## src/rtl/id_ex_hazard_reg.sv

```systemverilog
// ID/EX pipeline register with load-use hazard detection, flush/hold handling
// and a saturating count of hazard bubbles.
module id_ex_hazard_reg #(
    parameter int unsigned XLEN  = 32,
    parameter int unsigned CNT_W = 16
) (
    input  logic             clk,
    input  logic             rst,
    input  logic             id_valid,
    input  logic [XLEN-1:0]  id_pc,
    input  logic [XLEN-1:0]  id_rs1_data,
    input  logic [XLEN-1:0]  id_rs2_data,
    input  logic [XLEN-1:0]  id_imm,
    input  logic [4:0]       id_rs1,
    input  logic [4:0]       id_rs2,
    input  logic [4:0]       id_rd,
    input  logic             id_uses_rs2,
    input  logic [2:0]       id_funct3,
    input  logic             id_funct7,
    input  logic [1:0]       id_alu_op,
    input  logic             id_alu_src,
    input  logic             id_mem_read,
    input  logic             id_mem_write,
    input  logic             id_reg_write,
    input  logic             id_mem_to_reg,
    input  logic             id_branch,
    input  logic             ex_flush,
    input  logic             ex_hold,
    output logic             ex_valid,
    output logic [XLEN-1:0]  ex_pc,
    output logic [XLEN-1:0]  ex_rs1_data,
    output logic [XLEN-1:0]  ex_rs2_data,
    output logic [XLEN-1:0]  ex_imm,
    output logic [4:0]       ex_rs1,
    output logic [4:0]       ex_rs2,
    output logic [4:0]       ex_rd,
    output logic [2:0]       ex_funct3,
    output logic             ex_funct7,
    output logic [1:0]       ex_alu_op,
    output logic             ex_alu_src,
    output logic             ex_mem_read,
    output logic             ex_mem_write,
    output logic             ex_reg_write,
    output logic             ex_mem_to_reg,
    output logic             ex_branch,
    output logic             stall,
    output logic [CNT_W-1:0] bubble_cnt
);

    localparam logic [CNT_W-1:0] CNT_MAX = '1;

    typedef struct packed {
        logic            valid;
        logic [XLEN-1:0] pc;
        logic [XLEN-1:0] rs1_data;
        logic [XLEN-1:0] rs2_data;
        logic [XLEN-1:0] imm;
        logic [4:0]      rs1;
        logic [4:0]      rs2;
        logic [4:0]      rd;
        logic [2:0]      funct3;
        logic            funct7;
        logic [1:0]      alu_op;
        logic            alu_src;
        logic            mem_read;
        logic            mem_write;
        logic            reg_write;
        logic            mem_to_reg;
        logic            branch;
    } stage_t;

    stage_t           q, nxt, id_s;
    logic [CNT_W-1:0] cnt, cnt_nxt;
    logic             hz;

    // Load in EX whose destination is read by the instruction in ID (x0 excluded)
    always_comb begin
        hz = q.valid & q.mem_read & (q.rd != 5'd0) & id_valid &
             ((q.rd == id_rs1) | (id_uses_rs2 & (q.rd == id_rs2)));
    end

    assign stall = (hz & ~ex_flush & ~ex_hold) | (ex_hold & ~ex_flush);

    // Next-state selection: flush > hold > hazard bubble > normal load
    always_comb begin
        id_s            = '0;
        id_s.valid      = id_valid;
        id_s.pc         = id_pc;
        id_s.rs1_data   = id_rs1_data;
        id_s.rs2_data   = id_rs2_data;
        id_s.imm        = id_imm;
        id_s.rs1        = id_rs1;
        id_s.rs2        = id_rs2;
        id_s.rd         = id_rd;
        id_s.funct3     = id_funct3;
        id_s.funct7     = id_funct7;
        if (id_valid) begin
            id_s.alu_op     = id_alu_op;
            id_s.alu_src    = id_alu_src;
            id_s.mem_read   = id_mem_read;
            id_s.mem_write  = id_mem_write;
            id_s.reg_write  = id_reg_write;
            id_s.mem_to_reg = id_mem_to_reg;
            id_s.branch     = id_branch;
        end

        nxt     = q;
        cnt_nxt = cnt;
        if (ex_flush) begin
            nxt = '0;
        end else if (!ex_hold) begin
            if (hz) begin
                nxt = '0;
                if (cnt != CNT_MAX) cnt_nxt = cnt + CNT_W'(1);
            end else begin
                nxt = id_s;
            end
        end
    end

    always_ff @(posedge clk) begin
        if (rst) begin
            q   <= '0;
            cnt <= '0;
        end else begin
            q   <= nxt;
            cnt <= cnt_nxt;
        end
    end

    assign ex_valid      = q.valid;
    assign ex_pc         = q.pc;
    assign ex_rs1_data   = q.rs1_data;
    assign ex_rs2_data   = q.rs2_data;
    assign ex_imm        = q.imm;
    assign ex_rs1        = q.rs1;
    assign ex_rs2        = q.rs2;
    assign ex_rd         = q.rd;
    assign ex_funct3     = q.funct3;
    assign ex_funct7     = q.funct7;
    assign ex_alu_op     = q.alu_op;
    assign ex_alu_src    = q.alu_src;
    assign ex_mem_read   = q.mem_read;
    assign ex_mem_write  = q.mem_write;
    assign ex_reg_write  = q.reg_write;
    assign ex_mem_to_reg = q.mem_to_reg;
    assign ex_branch     = q.branch;
    assign bubble_cnt    = cnt;

endmodule
```

## config.mk

```make
export PLATFORM = sky130hd
export DESIGN_NAME = id_ex_hazard_reg
export DESIGN_NICKNAME = d
export VERILOG_FILES = /design/src/rtl/id_ex_hazard_reg.sv
export SDC_FILE = /design/constraint.sdc
export NUM_CORES = 1
export LEC_CHECK = 0
export CAP_MARGIN = 20
export CELL_PAD_IN_SITES_DETAIL_PLACEMENT = 1
export CELL_PAD_IN_SITES_GLOBAL_PLACEMENT = 1
export CORE_MARGIN = 2
export CORE_UTILIZATION = 28
export CTS_CLUSTER_DIAMETER = 80
export DETAILED_ROUTE_END_ITERATION = 7
export GPL_TIMING_DRIVEN = 0
export PLACE_DENSITY_LB_ADDON = 0.1
export SLEW_MARGIN = 40
export SYNTH_ARGS = -nofsm -noshare
export SYNTH_HDL_FRONTEND = slang
export SYNTH_SLANG_ARGS = --single-unit
```

## constraint.sdc

```tcl
create_clock -name clk -period 2.1 [get_ports clk]
set_input_delay 0.315 -clock clk [delete_from_list [all_inputs] [get_ports clk]]
set_output_delay 0.315 -clock clk [all_outputs]
set_load 0.01 [all_outputs]
```

# Yosys cells after proc, flatten, opt, wreduce, memory -nomap -nowiden

Index checks and enable logic that the tools add are counted.

Output and inout bits: 173
Register bits: 172
Logic and storage cells: 39
Input port bits: 161

Equality and inequality tests: 3
Bitwise logic cells: 12
Reductions and logical operators: 3
Add/subtract/negate cells: 1
Multiplexer cells: 2

Operators by type and width:

| cell                                                             | number |
|---|---|
| 156-bit 2-to-1 mux                                               | 1 |
| 16-bit by 1-bit adder with 16-bit output (second input constant) | 1 |
| 16-bit inequality test (second input constant)                   | 1 |
| 5-bit == test                                                    | 2 |
| 1-bit AND                                                        | 8 |
| 8-bit 2-to-1 mux                                                 | 1 |
| 5-bit nonzero test                                               | 1 |
| 4-bit AND reduction                                              | 1 |
| 1-bit inverter                                                   | 2 |
| 1-bit OR                                                         | 2 |
| 2-bit OR reduction                                               | 1 |

# Logic depth before layout (Yosys ltp)

Depth after elaboration: 7
Mapped depth: 8
Depth with buffers taken out: 6

# Worst setup path before layout

Ideal clock, no wire load.

Path kind: flip-flop to flip-flop
From: reg q (netlist bit ex_rd[3])
To: reg cnt[4], in the netlist bubble_cnt[4]
Stages on the path, launching flop included: 7
Data required time: 1.979 ns
Slack: 0.185 ns
Library setup time: 0.121 ns
Buffers on the path: 1
Period minus slack after synthesis: 1.915 ns
Arrival time: 1.795 ns
Cells stage by stage: dfxtp_1 xor2_1 nor4_1 a32oi_1 buf_2 nor4_1 mux2_2

Word-level cells in the longest chain between the ends: 5
Elaborated cells on any way between the ends: 9
Those cells by class: eq/ne: 2; bitwise: 5; reduce/logical: 2

Ends and longest elaborated chain:

| what                                                | RTL line | text |
|---|---|---|
| start: declaration                                  | 72       | `stage_t q, nxt, id_s;` |
| start signal: assignment                            | 126      | `q <= nxt;` |
| 5-bit == test or 5-bit nonzero test (tied branches) | 79, 78   |  |
| 1-bit AND, on equally long branches                 | 79, 78   |  |
| 1-bit OR or 1-bit AND (tied branches)               | 79, 78   |  |
| 1-bit AND (*)                                       | 78       | `hz = q.valid & q.mem_read & (q.rd != 5'd0) & id_valid &` |
| 4-bit AND reduction (no source line) (*)            | --       |  |
| end signal: assignment                              | 127      | `cnt <= cnt_nxt;` |
| end: declaration                                    | 73       | `logic [CNT_W-1:0] cnt, cnt_nxt;` |

Mark *: on every way between the ends. The rest lies on a longest branch, timed or not.
A chain may end at the register's enable or synchronous reset.

# Final worst setup path

From: in id_rs2[1]
To: out stall

Word-level cells in the longest chain between the ends: 7

Ends and longest elaborated chain:

| what                   | RTL line | text |
|---|---|---|
| start: declaration     | 15       | `input logic [4:0] id_rs2,` |
| 5-bit == test          | 79       | `((q.rd == id_rs1) \| (id_uses_rs2 & (q.rd == id_rs2)));` |
| 1-bit AND              | 79       |  |
| 1-bit OR               | 79       |  |
| 1-bit AND              | 78       |  |
| 1-bit AND (2 in a row) | 82       | `assign stall = (hz & ~ex_flush & ~ex_hold) \| (ex_hold & ~ex_flush);` |
| 1-bit OR               | 82       |  |
| end: declaration       | 46       | `output logic stall,` |

Every way passes these cells.

==> reports/qor.csv <==
stage,metric,value,unit
sta,fin_setup_tns,-19160,ps
sta,max_freq,443,MHz
clock_network,clock_tree.root_cell,clkbuf_16,
worst_setup_path,startpoint_type,input pin,
cells_and_area,syn_to_final_growth,82.3,%
power,p_comb_share,12.2,%
die,ios,334,
global_route,grt_max_degree,17,
power,pwr_density_cell,707,nW/um^2
hold_path,hold_path.class,flip-flop to flip-flop,
logic_synthesis,synth_top_family_by_area,compound AO/OA/AOI/OAI gates,
clock_network,insertion_delay,420,ps
worst_setup_path,worst_path_largest_cell_delay,460,ps
global_route,grt_overflow,0,
power,ir_drop,0.000463,V
sta,hold_violations,0,
worst_setup_path,cp-end-kind,primary output,
power,internal_power,5.73,mW
power,sequentialPowerShare,45.4,%
global_route,grt_use_total,20.5,%
route,routed_wl,23000,um
logic_synthesis,ys_seq_elements,172,
sta,finalCritPeriodShare,108,%
sta,slew_violations,0,
sta,timing.final.ws_setup,-160,ps
sta,skew,11.1,ps
logic_synthesis,synth_fa_ha_area_share,0.214,%
worst_setup_path,path_buf_inv,3,
clock_network,path_clk_slew,60,ps
placed_design,portBuffers,333,
die,chipWidth,149,um
placed_design,place_hpwl,16700,um
die,initial_core_util,28.7,%
clock_network,cts_htree_levels,4,
power,leakage,3.97,nW
route,via_per_inst,4.89,
worst_setup_path,worst-path-stages,8,
job,cap_violations,0,
worst_setup_path,cp.arrival,1940,ps
run_status,status,finished with violations,
cells_and_area,layout.nets,1011,
worst_setup_path,reg2reg_depth,8,
logic_synthesis,synthDistinctLibCells,34,
worst_setup_path,critPathMaxFanout,2,
logic_synthesis,synth_simple_gate_area_share,5.52,%
sta,worst_slew_pin_slew,602,ps
cells_and_area,drive_above_1_share,13.4,%
power,clkPwrFrac,42.5,%
power,p_sw,1.81,mW
logic_synthesis,synth_xor_area_share,1.50,%
global_route,grt_pass1_vias,6172,
sta,finalSetupViolCount,159,
logic_synthesis,synth_area_per_cell,12.3,um^2
logic_synthesis,synth_mux_area_share,0.578,%
placed_design,place.gp.congestion,0.780,
logic_synthesis,synth_compound_area_share,27.5,%
logic_synthesis,synth_nets,638,
logic_synthesis,synthCells,476,
route,drt_pass1_iterations,4,
die,num_rows,52,
power,p_sw_share,24.0,%
cells_and_area,utilization,52.3,%
cells_and_area,diodes,0,
clock_network,cts_tree,yes,
route,routedWlPerCell,20.4,um
run_status,violations,setup timing,
global_route,antenna_found_initial,0,
route,drc,0,
clock_network,cts_buffers,17,
clock_network,clkSinkCount,172,
worst_setup_path,slowest_stage,clkdlybuf4s50_1,
sta,grt_setup_unrepaired,yes,
logic_synthesis,yosysSeqAreaShare,58.9,%
worst_setup_path,worstSetupPathType,input pin to primary output,
worst_setup_path,crit_chain,"clkdlybuf4s50_1, xor2_1, nor4_2, a32oi_2, buf_6, o21ai_2, nor2b_1, buf_2",
die,die_area,22100,um^2
hold_path,min_path_cells,1,
worst_setup_path,crit_family,buffers and inverters,
die,dieHeight,149,um
route,ant_nets,0,
global_route,grt_pass1_wl,35000,um
clock_network,cts_buffer_depth,2,
logic_synthesis,yosysWarnings,0,
route,drtIter0Drc,139,
route,vias,5530,
sta,min_period,2260,ps
worst_setup_path,cp_data_required_time,1780,ps
die,core-area,20400,um^2
clock_network,cts_hold_buffers,0,
logic_synthesis,synth_area,5850,um^2
sta,max-slew-margin-rel,59.9,%
-- per-layer routing --
| layer | track usage, % | vias up | share of wire (%) |
|---|---|---|---|
| met5 | 0 | - | 0 |
| li1 | - | 2600 | - |
| met1 | 23.0 | 2694 | 39 |
| met4 | 6.67 | 0 | 2.2 |
| met2 | 35.9 | 208 | 52 |
| met3 | 7.64 | 28 | 7.0 |
-- power groups by stage --
stage | logic, mW | registers (mW) | clock network [mW]
floorplan | 0.218 | 3.53 | 0
global placement | 0.827 | 3.49 | 0
detailed placement | 0.847 | 3.49 | 0
CTS | 0.907 | 3.42 | 3.29
global route | 0.973 | 3.43 | 3.43
finish | 0.917 | 3.42 | 3.20
-- final cells by class --
cell class / instances / area (um^2)
Inverter: 2 / 7.51
Multi-Input combinational cell: 258 / 2220
Clock buffer: 17 / 425
Clock inverter: 14 / 160
Timing Repair Buffer: 354 / 3640
Sequential cell: 172 / 3460
Buffer: 44 / 409
Tap cell: 270 / 338
Fill cell: 2116 / 9700
-- worst paths after layout --
| kind | start | to | slack [ps] |
|---|---|---|---|
| setup / recovery | id_rs2[1] | stall | -160 |
| hold / removal | ex_mem_write | ex_mem_write | 470 |
| setup reg to reg | ex_rd[2] | ex_rs2[2] | -160 |
| hold reg to reg | ex_mem_write | ex_mem_write | 470 |
-- repair_timing --
action,in CTS,in global routing
cloned,6,3
gates resized for setup,39,42
setup endpoints to repair,159,170
pin swaps,48,14
buffers inserted,12,3
-- cells in the mapped netlist (all sizes together) --
cell type	n	area share, %
or2	1	0.11
nand2	6	0.39
and3	1	0.11
ha	1	0.21
xnor2	1	0.15
a32o	8	1.4
nand4	6	0.64
nor4	3	0.32
a41o	1	0.17
and2	1	0.11
or4	13	1.7
nand3	7	0.60
a21oi	13	1.1
o2111a	1	0.19
o21ai	1	0.085
nor3	4	0.34
o2111ai	1	0.26
inv	2	0.13
dfxtp	172	59
buf	21	4.2
o31ai	13	1.7
a32oi	1	0.15
mux2	3	0.58
o211a	1	0.30
a22o	148	22
nor2	9	0.58
nor2b	4	0.43
clkbuf	23	1.5
xor2	9	1.3
or4b	1	0.17
-- cell families (layout without fill, tap and decap cells) --
group           after synthesis  count (layout)
mux                           3               3
fa+ha+maj                     1               1
xor+xnor                     10              10
flops                       172             172
simple gates                 56              56
buf+inv                      46             431
compound gates              188             188
-- worst register-to-register path, delay by kind of cell, from the launching register on --
kind | cells | cell delay [ps]
compound gates | 3 | 680
buf+inv | 4 | 590
simple gates | 1 | 570
flops | 1 | 350
-- per-stage QoR --
| stage | instances | worst slack, ps | hold slack [ps] | power (mW) | cell area [um^2] |
|---|---|---|---|---|---|
| after global placement | 1079 | -802 | 450 | 4.31 | 9520 |
| final | 1131 | -160 | 472 | 7.53 | 10700 |
| after global routing | 1131 | -282 | 470 | 7.83 | 10700 |
| after CTS | 1128 | -181 | 472 | 7.61 | 10500 |
| after detailed placement | 1079 | -837 | 458 | 4.34 | 9520 |
| after floorplan | 476 | 185 | 448 | 3.75 | 5850 |
-- cells in the final DEF (no fill, tap or decap), types with 7 or more instances in the layout --
| cell | synthesis | final |
|---|---|---|
| a21oi_1 | 13 | 7 |
| buf_8 | 11 | 18 |
| clkbuf_1 | 22 | 18 |
| xor2_1 | 9 | 9 |
| clkdlybuf4s50_1 | 0 | 332 |
| o31ai_1 | 13 | 9 |
| nor2_1 | 9 | 7 |
| or4_1 | 12 | 8 |
| clkbuf_16 | 0 | 20 |
| dfxtp_1 | 172 | 167 |
| buf_4 | 0 | 10 |
| a22o_1 | 148 | 148 |
| a32o_1 | 8 | 8 |
| nand3_1 | 7 | 7 |
No activity file was read; power rests on OpenSTA's default activity.
